## config.mk

```make
export PLATFORM = sky130hd
export DESIGN_NAME = fc_score_serializer_flat
export DESIGN_NICKNAME = d
export VERILOG_FILES = /design/src/rtl/fc_score_serializer_if.sv /design/src/rtl/fc_score_serializer.sv /design/src/flat_wrapper.sv
export SDC_FILE = /design/constraint.sdc
export NUM_CORES = 1
export LEC_CHECK = 0
export CAP_MARGIN = 20
export CORE_UTILIZATION = 55
export CTS_CLUSTER_DIAMETER = 200
export CTS_CLUSTER_SIZE = 25
export DETAILED_ROUTE_END_ITERATION = 8
export PLACE_DENSITY = 0.76
export SETUP_SLACK_MARGIN = 0.5
export SLEW_MARGIN = 20
export SYNTH_ARGS = -nofsm -noshare
export SYNTH_HDL_FRONTEND = slang
export SYNTH_SLANG_ARGS = --single-unit
```

## constraint.sdc

```tcl
create_clock -name clk -period 1.8 [get_ports clk]
set_input_delay 0.54 -clock clk [delete_from_list [all_inputs] [get_ports clk]]
set_output_delay 0.54 -clock clk [all_outputs]
set_load 0.05 [all_outputs]
```

## src/rtl/fc_score_serializer_if.sv

```systemverilog
// Score-stream bundle for fc_score_serializer: producer write/commit side plus
// the outgoing class-score burst. The master drives writes; the slave is the serializer.
interface fc_score_serializer_if #(
  parameter int ACC_W = 20
);
  logic                    wr_en;
  logic [3:0]              wr_idx;
  logic signed [ACC_W-1:0] wr_data;
  logic                    commit;
  logic                    in_ready;
  logic                    valid_out;
  logic signed [11:0]      data_out;
  logic                    ovf_flag;
  logic                    busy;

  modport master (
    output wr_en, wr_idx, wr_data, commit,
    input  in_ready, valid_out, data_out, ovf_flag, busy
  );

  modport slave (
    input  wr_en, wr_idx, wr_data, commit,
    output in_ready, valid_out, data_out, ovf_flag, busy
  );
endinterface

```

## src/rtl/fc_score_serializer.sv

```systemverilog
// Quantizes FC accumulator results into a ping-pong bank and emits each committed
// frame as a gapped NUM_CLASS-cycle burst. Optional per-class bias: FC_SER_BIAS_EN.
module fc_score_serializer #(
  parameter int NUM_CLASS  = 10,
  parameter int ACC_W      = 20,
  parameter int SHIFT      = 4,
  parameter int GAP_CYCLES = 8
) (
  input  logic                clk,
  input  logic                rst_n,
`ifdef FC_SER_BIAS_EN
  input  logic                bias_we,
  input  logic [3:0]          bias_idx,
  input  logic signed [11:0]  bias_data,
`endif
  fc_score_serializer_if.slave ser
);

  localparam int GAP_W = (GAP_CYCLES > 1) ? $clog2(GAP_CYCLES) : 1;
  localparam logic signed [ACC_W-1:0] Q_MAX = ACC_W'(2047);
  localparam logic signed [ACC_W-1:0] Q_MIN = ~Q_MAX;

  typedef enum logic [1:0] {IDLE, SEND, GAP} state_e;

  state_e             state_q;
  logic [3:0]         idx_q;
  logic [GAP_W-1:0]   gap_q;
  logic               valid_q;
  logic [11:0]        data_q;
  logic               ovf_q;

  logic [11:0]          bank_q [2][NUM_CLASS];
  logic [11:0]          bank_d [2][NUM_CLASS];
  logic [NUM_CLASS-1:0] sat_q  [2];
  logic [NUM_CLASS-1:0] sat_d  [2];
  logic [1:0]           full_q, full_d;
  logic                 fill_q, fill_d;
  logic                 tb_q, tb_d;

  logic                    in_ready;
  logic                    wr_ok;
  logic                    commit_ok;
  logic                    tx_last;
  logic signed [ACC_W-1:0] q;
  logic [11:0]             q12;
  logic                    q_sat;
  logic [11:0]             wr_val;
  logic                    wr_sat;
  logic [11:0]             tx_word;
  logic                    tx_ovf;

  assign in_ready  = ~full_q[fill_q];
  assign wr_ok     = ser.wr_en & in_ready;
  assign commit_ok = ser.commit & in_ready;
  assign tx_last   = (state_q == SEND) && (idx_q == 4'(NUM_CLASS - 1));

  always_comb begin
    q = $signed(ser.wr_data) >>> SHIFT;
    if (q > Q_MAX) begin
      q12   = 12'h7FF;
      q_sat = 1'b1;
    end else if (q < Q_MIN) begin
      q12   = 12'h800;
      q_sat = 1'b1;
    end else begin
      q12   = q[11:0];
      q_sat = 1'b0;
    end
  end

`ifdef FC_SER_BIAS_EN
  logic [11:0] bias_q [NUM_CLASS];
  logic [11:0] bias_d [NUM_CLASS];
  logic [11:0] bias_sel;
  logic [12:0] sum13;

  always_comb begin
    bias_d = bias_q;
    if (bias_we) begin
      for (int unsigned c = 0; c < NUM_CLASS; c++) begin
        if (bias_idx == 4'(c)) bias_d[c] = bias_data;
      end
    end
  end

  always_ff @(posedge clk or negedge rst_n) begin
    if (!rst_n) begin
      for (int unsigned c = 0; c < NUM_CLASS; c++) bias_q[c] <= '0;
    end else begin
      bias_q <= bias_d;
    end
  end

  // Second saturation stage: 13-bit sum overflows when its top two bits differ.
  always_comb begin
    bias_sel = '0;
    for (int unsigned c = 0; c < NUM_CLASS; c++) begin
      if (ser.wr_idx == 4'(c)) bias_sel = bias_q[c];
    end
    sum13 = {q12[11], q12} + {bias_sel[11], bias_sel};
    if (sum13[12] != sum13[11]) begin
      wr_val = sum13[12] ? 12'h800 : 12'h7FF;
      wr_sat = 1'b1;
    end else begin
      wr_val = sum13[11:0];
      wr_sat = q_sat;
    end
  end
`else
  always_comb begin
    wr_val = q12;
    wr_sat = q_sat;
  end
`endif

  // A same-cycle write still targets the pre-commit fill bank.
  always_comb begin
    bank_d = bank_q;
    sat_d  = sat_q;
    full_d = full_q;
    fill_d = fill_q;
    tb_d   = tb_q;
    if (wr_ok) begin
      for (int unsigned c = 0; c < NUM_CLASS; c++) begin
        if (ser.wr_idx == 4'(c)) begin
          bank_d[fill_q][c] = wr_val;
          sat_d[fill_q][c]  = wr_sat;
        end
      end
    end
    if (tx_last) begin
      full_d[tb_q] = 1'b0;
      tb_d         = ~tb_q;
    end
    if (commit_ok) begin
      full_d[fill_q] = 1'b1;
      fill_d         = ~fill_q;
    end
  end

  always_ff @(posedge clk or negedge rst_n) begin
    if (!rst_n) begin
      for (int unsigned b = 0; b < 2; b++) begin
        for (int unsigned c = 0; c < NUM_CLASS; c++) bank_q[b][c] <= '0;
        sat_q[b] <= '0;
      end
      full_q <= '0;
      fill_q <= 1'b0;
      tb_q   <= 1'b0;
    end else begin
      bank_q <= bank_d;
      sat_q  <= sat_d;
      full_q <= full_d;
      fill_q <= fill_d;
      tb_q   <= tb_d;
    end
  end

  always_comb begin
    tx_word = '0;
    for (int unsigned c = 0; c < NUM_CLASS; c++) begin
      if (idx_q == 4'(c)) tx_word = bank_q[tb_q][c];
    end
    tx_ovf = |sat_q[tb_q];
  end

  always_ff @(posedge clk or negedge rst_n) begin
    if (!rst_n) begin
      state_q <= IDLE;
      idx_q   <= '0;
      gap_q   <= '0;
      valid_q <= 1'b0;
      data_q  <= '0;
      ovf_q   <= 1'b0;
    end else begin
      case (state_q)
        IDLE: begin
          valid_q <= 1'b0;
          data_q  <= '0;
          ovf_q   <= 1'b0;
          if (full_q[tb_q]) begin
            state_q <= SEND;
            idx_q   <= '0;
          end
        end
        SEND: begin
          valid_q <= 1'b1;
          data_q  <= tx_word;
          ovf_q   <= tx_ovf;
          if (tx_last) begin
            state_q <= GAP;
            idx_q   <= '0;
            gap_q   <= '0;
          end else begin
            idx_q <= idx_q + 4'd1;
          end
        end
        GAP: begin
          valid_q <= 1'b0;
          data_q  <= '0;
          ovf_q   <= 1'b0;
          if (gap_q == GAP_W'(GAP_CYCLES - 1)) state_q <= IDLE;
          else                                 gap_q   <= gap_q + 1'b1;
        end
        default: state_q <= IDLE;
      endcase
    end
  end

  assign ser.in_ready  = in_ready;
  assign ser.valid_out = valid_q;
  assign ser.data_out  = data_q;
  assign ser.ovf_flag  = ovf_q;
  assign ser.busy      = (state_q != IDLE) | (|full_q);

endmodule

```

## src/flat_wrapper.sv

```systemverilog
// flat-port wrapper written by rule: the top's interface ports become plain ports
module fc_score_serializer_flat 
#(
  parameter int NUM_CLASS  = 10,
  parameter int ACC_W      = 20,
  parameter int SHIFT      = 4,
  parameter int GAP_CYCLES = 8
)
  (clk, rst_n, ser_wr_en, ser_wr_idx, ser_wr_data, ser_commit, ser_in_ready, ser_valid_out, ser_data_out, ser_ovf_flag, ser_busy);
  fc_score_serializer_if #(.ACC_W(ACC_W)) ser_i ();
  input  logic clk;
  input  logic rst_n;
  input wire logic [$bits(ser_i.wr_en)-1:0] ser_wr_en;
  input wire logic [$bits(ser_i.wr_idx)-1:0] ser_wr_idx;
  input wire logic [$bits(ser_i.wr_data)-1:0] ser_wr_data;
  input wire logic [$bits(ser_i.commit)-1:0] ser_commit;
  output wire logic [$bits(ser_i.in_ready)-1:0] ser_in_ready;
  output wire logic [$bits(ser_i.valid_out)-1:0] ser_valid_out;
  output wire logic [$bits(ser_i.data_out)-1:0] ser_data_out;
  output wire logic [$bits(ser_i.ovf_flag)-1:0] ser_ovf_flag;
  output wire logic [$bits(ser_i.busy)-1:0] ser_busy;
  assign ser_i.wr_en = ser_wr_en;
  assign ser_i.wr_idx = ser_wr_idx;
  assign ser_i.wr_data = ser_wr_data;
  assign ser_i.commit = ser_commit;
  assign ser_in_ready = ser_i.in_ready;
  assign ser_valid_out = ser_i.valid_out;
  assign ser_data_out = ser_i.data_out;
  assign ser_ovf_flag = ser_i.ovf_flag;
  assign ser_busy = ser_i.busy;
  fc_score_serializer #(.NUM_CLASS(NUM_CLASS), .ACC_W(ACC_W), .SHIFT(SHIFT), .GAP_CYCLES(GAP_CYCLES)) u_core (.clk(clk), .rst_n(rst_n), .ser(ser_i));
endmodule
```

==> metrics <==
clock sink total=between 200 and 300; DR WL/cell=~38 µm; DR DRC count=0; commonest cells after routing, fill and taps aside=281 x dfrtp_1, 140 x o21ai_2, 136 x nand2_4; CP Data Required Time=2280 ps; CTS clk-pin slew, worst paths=around 120 ps; final hold viol count=0; crit end category=flop; post-synthesis async set-or-reset flop share=100.0%; Slew Limit Fails=0; Worst EP arrival=2960 ps; Layout Area Growth over Synthesis=57.96%; hpwl dp=around 24 mm; H-tree depth=1; Num CTS Buffers=15; DRT Wirelength=approximately 68 mm; initial antenna violation count=6; register area share after synthesis=54.02%; initial core utilization=56.31%; Cell Rows=56; post-layout min period=~2500 ps; Port-buffer cells=39; Mapped Area=about 13000 µm²; Clock Latency Late Sink=~540 ps; crit path to=u_core.ser.data_out[3]$_DFFE_PN0P_; period utilisation layout=137.6%; final worst setup slack=-676.1 ps; vias in the first global route=13.38k; Power Density=1075 nW/µm²; post-route ant nets=0; share of cells above drive strength 1=about 56%; Area contributors post-synth=dfrtp_1 54%, o21ai_0 7.6%, mux2_2 7.5%; final setup violation count=roughly 240; largest family of logic cells by synthesized area=compound AO/OA/AOI/OAI gates; Post-synth EDFFs=0; Max Clock Freq=around 0.40 GHz; Worst R2R End=u_core.ser.data_out[3]$_DFFE_PN0P_; Synthesis Warnings=0; Max Root-Sink Buffers=3; R2R Path Start=u_core.idx_q[1]$_DFFE_PN0P_; GRT overflow=0; Setup Skew=between 30 and 40 ps; RePlAce Congestion=0.8583; share of the synthesized area in the top cell type=a little over half; global-route wire length before repair=slightly above 80 mm; Synth Instances=around 1.3k; WS Path Type=flop to flop; Yosys cell types=46; xor/xnor share of the synthesized area=0.06588%; largest net degree at the start of global routing=64; syn nets=about 1.3k; Detailed Route Iter0 Violations=2086; most common cell after layout, fill and taps aside=dfrtp_1; violated checks=negative setup slack; max cap viols=0; outcome=finished, violations left; crit start category=flop; RSZ-0062 raised after global routing=true; total negative setup slack=-46130 ps; Simple-Gate Fraction of Synth Area=around an eighth; adder-cell area share of the yosys netlist=less than 1%; worst slew pin tran=roughly 680 ps; Die H=about 160 µm; Via density=7.685; R2R depth=9; Total Routing Usage GR=around 45%; Compound-Gate Fraction of Synth Area=15.06%; fillcell total=approximately 800; Core Area=23610 µm²; top cell type by total area after synthesis=dfrtp_1; DRT Pass-1 Iters=8; TritonCTS clock tree=built; Post-Syn Area per Cell=between 10 and 15 µm²; IO Pins=44; Synth Flop Type=dfrtp_1; critical path launch point=u_core.idx_q[1]$_DFFE_PN0P_; overall power=roughly 23 mW; post-synthesis register bit count=between 200 and 300; area of the die=24800 µm²; relative slew slack=54.15%; r2r setup slk=-680 ps; via count=13.89k; post-synthesis mux area share=14.15%; peak supply drop=between 0.9 and 1 mV; chip width=around 160 µm; LEAKAGE=between 9 and 10 nW; worst min path class=input port to async pin; CTS root buffer=clkbuf_16; NumNets Final=approximately 1.5k; Worst Path Max Fanout=12
-- sequential cells by signal, indices dropped and copies added, names as in the netlist, 2 cells and up --
signal	count
u_core.state_q	2
u_core.full_q	2
u_core.idx_q	4
u_core.gap_q	3
u_core.bank_q	240
u_core.ser.data_out	12
u_core.sat_q	20
-- logic make-up (layout without fill, tap and decap cells) --
group / Yosys count / after routing
AO/OA/AOI/OAI: 339 / 339
XOR/XNOR: 1 / 1
adder cells (fa/ha/maj): 10 / 10
buffers and inverters: 110 / 327
flip-flops: 287 / 287
multiplexers: 177 / 177
other: 0 / 1
AND/OR/NAND/NOR: 342 / 346
-- worst min-delay path by stage --
stage | from | end | cells after the start
global route | u_core.bank_q[128]$_DFFE_PN0P_ | u_core.bank_q[128]$_DFFE_PN0P_ | 2
floorplan | rst_n | u_core.bank_q[0]$_DFFE_PN0P_ | 0
global placement | rst_n | u_core.gap_q[0]$_DFFE_PN0P_ | 1
CTS | u_core.bank_q[128]$_DFFE_PN0P_ | u_core.bank_q[128]$_DFFE_PN0P_ | 2
finish | rst_n | u_core.gap_q[0]$_DFFE_PN0P_ | 2
detailed placement | rst_n | u_core.gap_q[0]$_DFFE_PN0P_ | 1
-- power breakdown --
part	switching, mW	internal [mW]	total [mW]	leakage [nW]
clock	2.39	1.56	3.95	0.197
sequential	1.01	7.26	8.27	3.92
combinational	5.66	4.70	10.4	5.41
-- timing repair --
| item | CTS | global route |
|---|---|---|
| gates resized for setup | 524 | 272 |
| cloned | 55 | 5 |
| hold buffers | 1 | 0 |
| pin swaps | 180 | 41 |
| setup endpoints to repair | 302 | 303 |
| setup buffers | 52 | 18 |
| endpoints found under the hold margin | 33 | 0 |
-- synthesized netlist by cell type, types with 2 or more instances --
library cell    n
a22oi_1         3
mux2i_1        89
nor2_1         35
nor3b_1         2
and3_1          2
nand2_1       205
nand3_1         7
and2_1          2
o21ai_0       202
nand4_1        11
ha_1           10
o21a_1         12
buf_2          26
nand3b_1        5
o22ai_1        45
nor4_1          4
clkbuf_1       58
or3b_2          2
o21ai_1        11
dfrtp_1       287
and3b_1         3
buf_1           2
a21oi_1        11
buf_6           3
a211oi_1       24
o221ai_1        2
a32o_1          2
buf_4          12
nor2b_1        30
nor3_1         27
mux2_2         88
a221o_1        22
inv_1           9
-- stage by stage --
stage	hold WS (ps)	std cells	utilization [%]	setup slack, ps	area [µm²]
6_report	485.1	1807	88.94	-676.1	21000
5_1_grt	513.3	1806	88.93	-1009	21000
4_1_cts	485.3	1783	82.61	-284.7	19510
3_5_place_dp	456.4	1657	66.96	-694.9	15810
3_3_place_gp	455.0	1657	66.96	-627.0	15810
2_1_floorplan	244.4	1266	-	-148.5	14280
-- layer usage --
layer	vias up	share of wire (%)	wire length, µm	GRT usage, %
li1	4973	-	-	-
met2	1591	42	28390	68.46
met3	621	16	10910	16.33
met1	6692	32	21670	54.98
met5	-	0.10	69	0
met4	10	10	6765	30.47
-- worst max-delay path, cell delays in order (launching register included) --
cell	delay [ps]
dfrtp_1	420
buf_4	140
ha_2	190
buf_4	170
nand3b_1	130
buf_4	250
o22ai_1	220
nor2_1	110
nor3_1	580
a221o_1	210
-- cell type report --
cell class / count / area, µm² / share of cell area (%)
timing repair buffer: 300 / 4519 / 21.52
clock buffer: 16 / 379.1 / 1.805
clock inverter: 2 / 25.02 / 0.1192
multi-input combinational: 873 / 8451 / 40.24
antenna: 1 / 2.502 / 0.01192
inverter: 9 / 33.78 / 0.1609
tap: 319 / 399.1 / 1.901
sequential: 287 / 7192 / 34.24
Power figures use the tool's default switching activity.
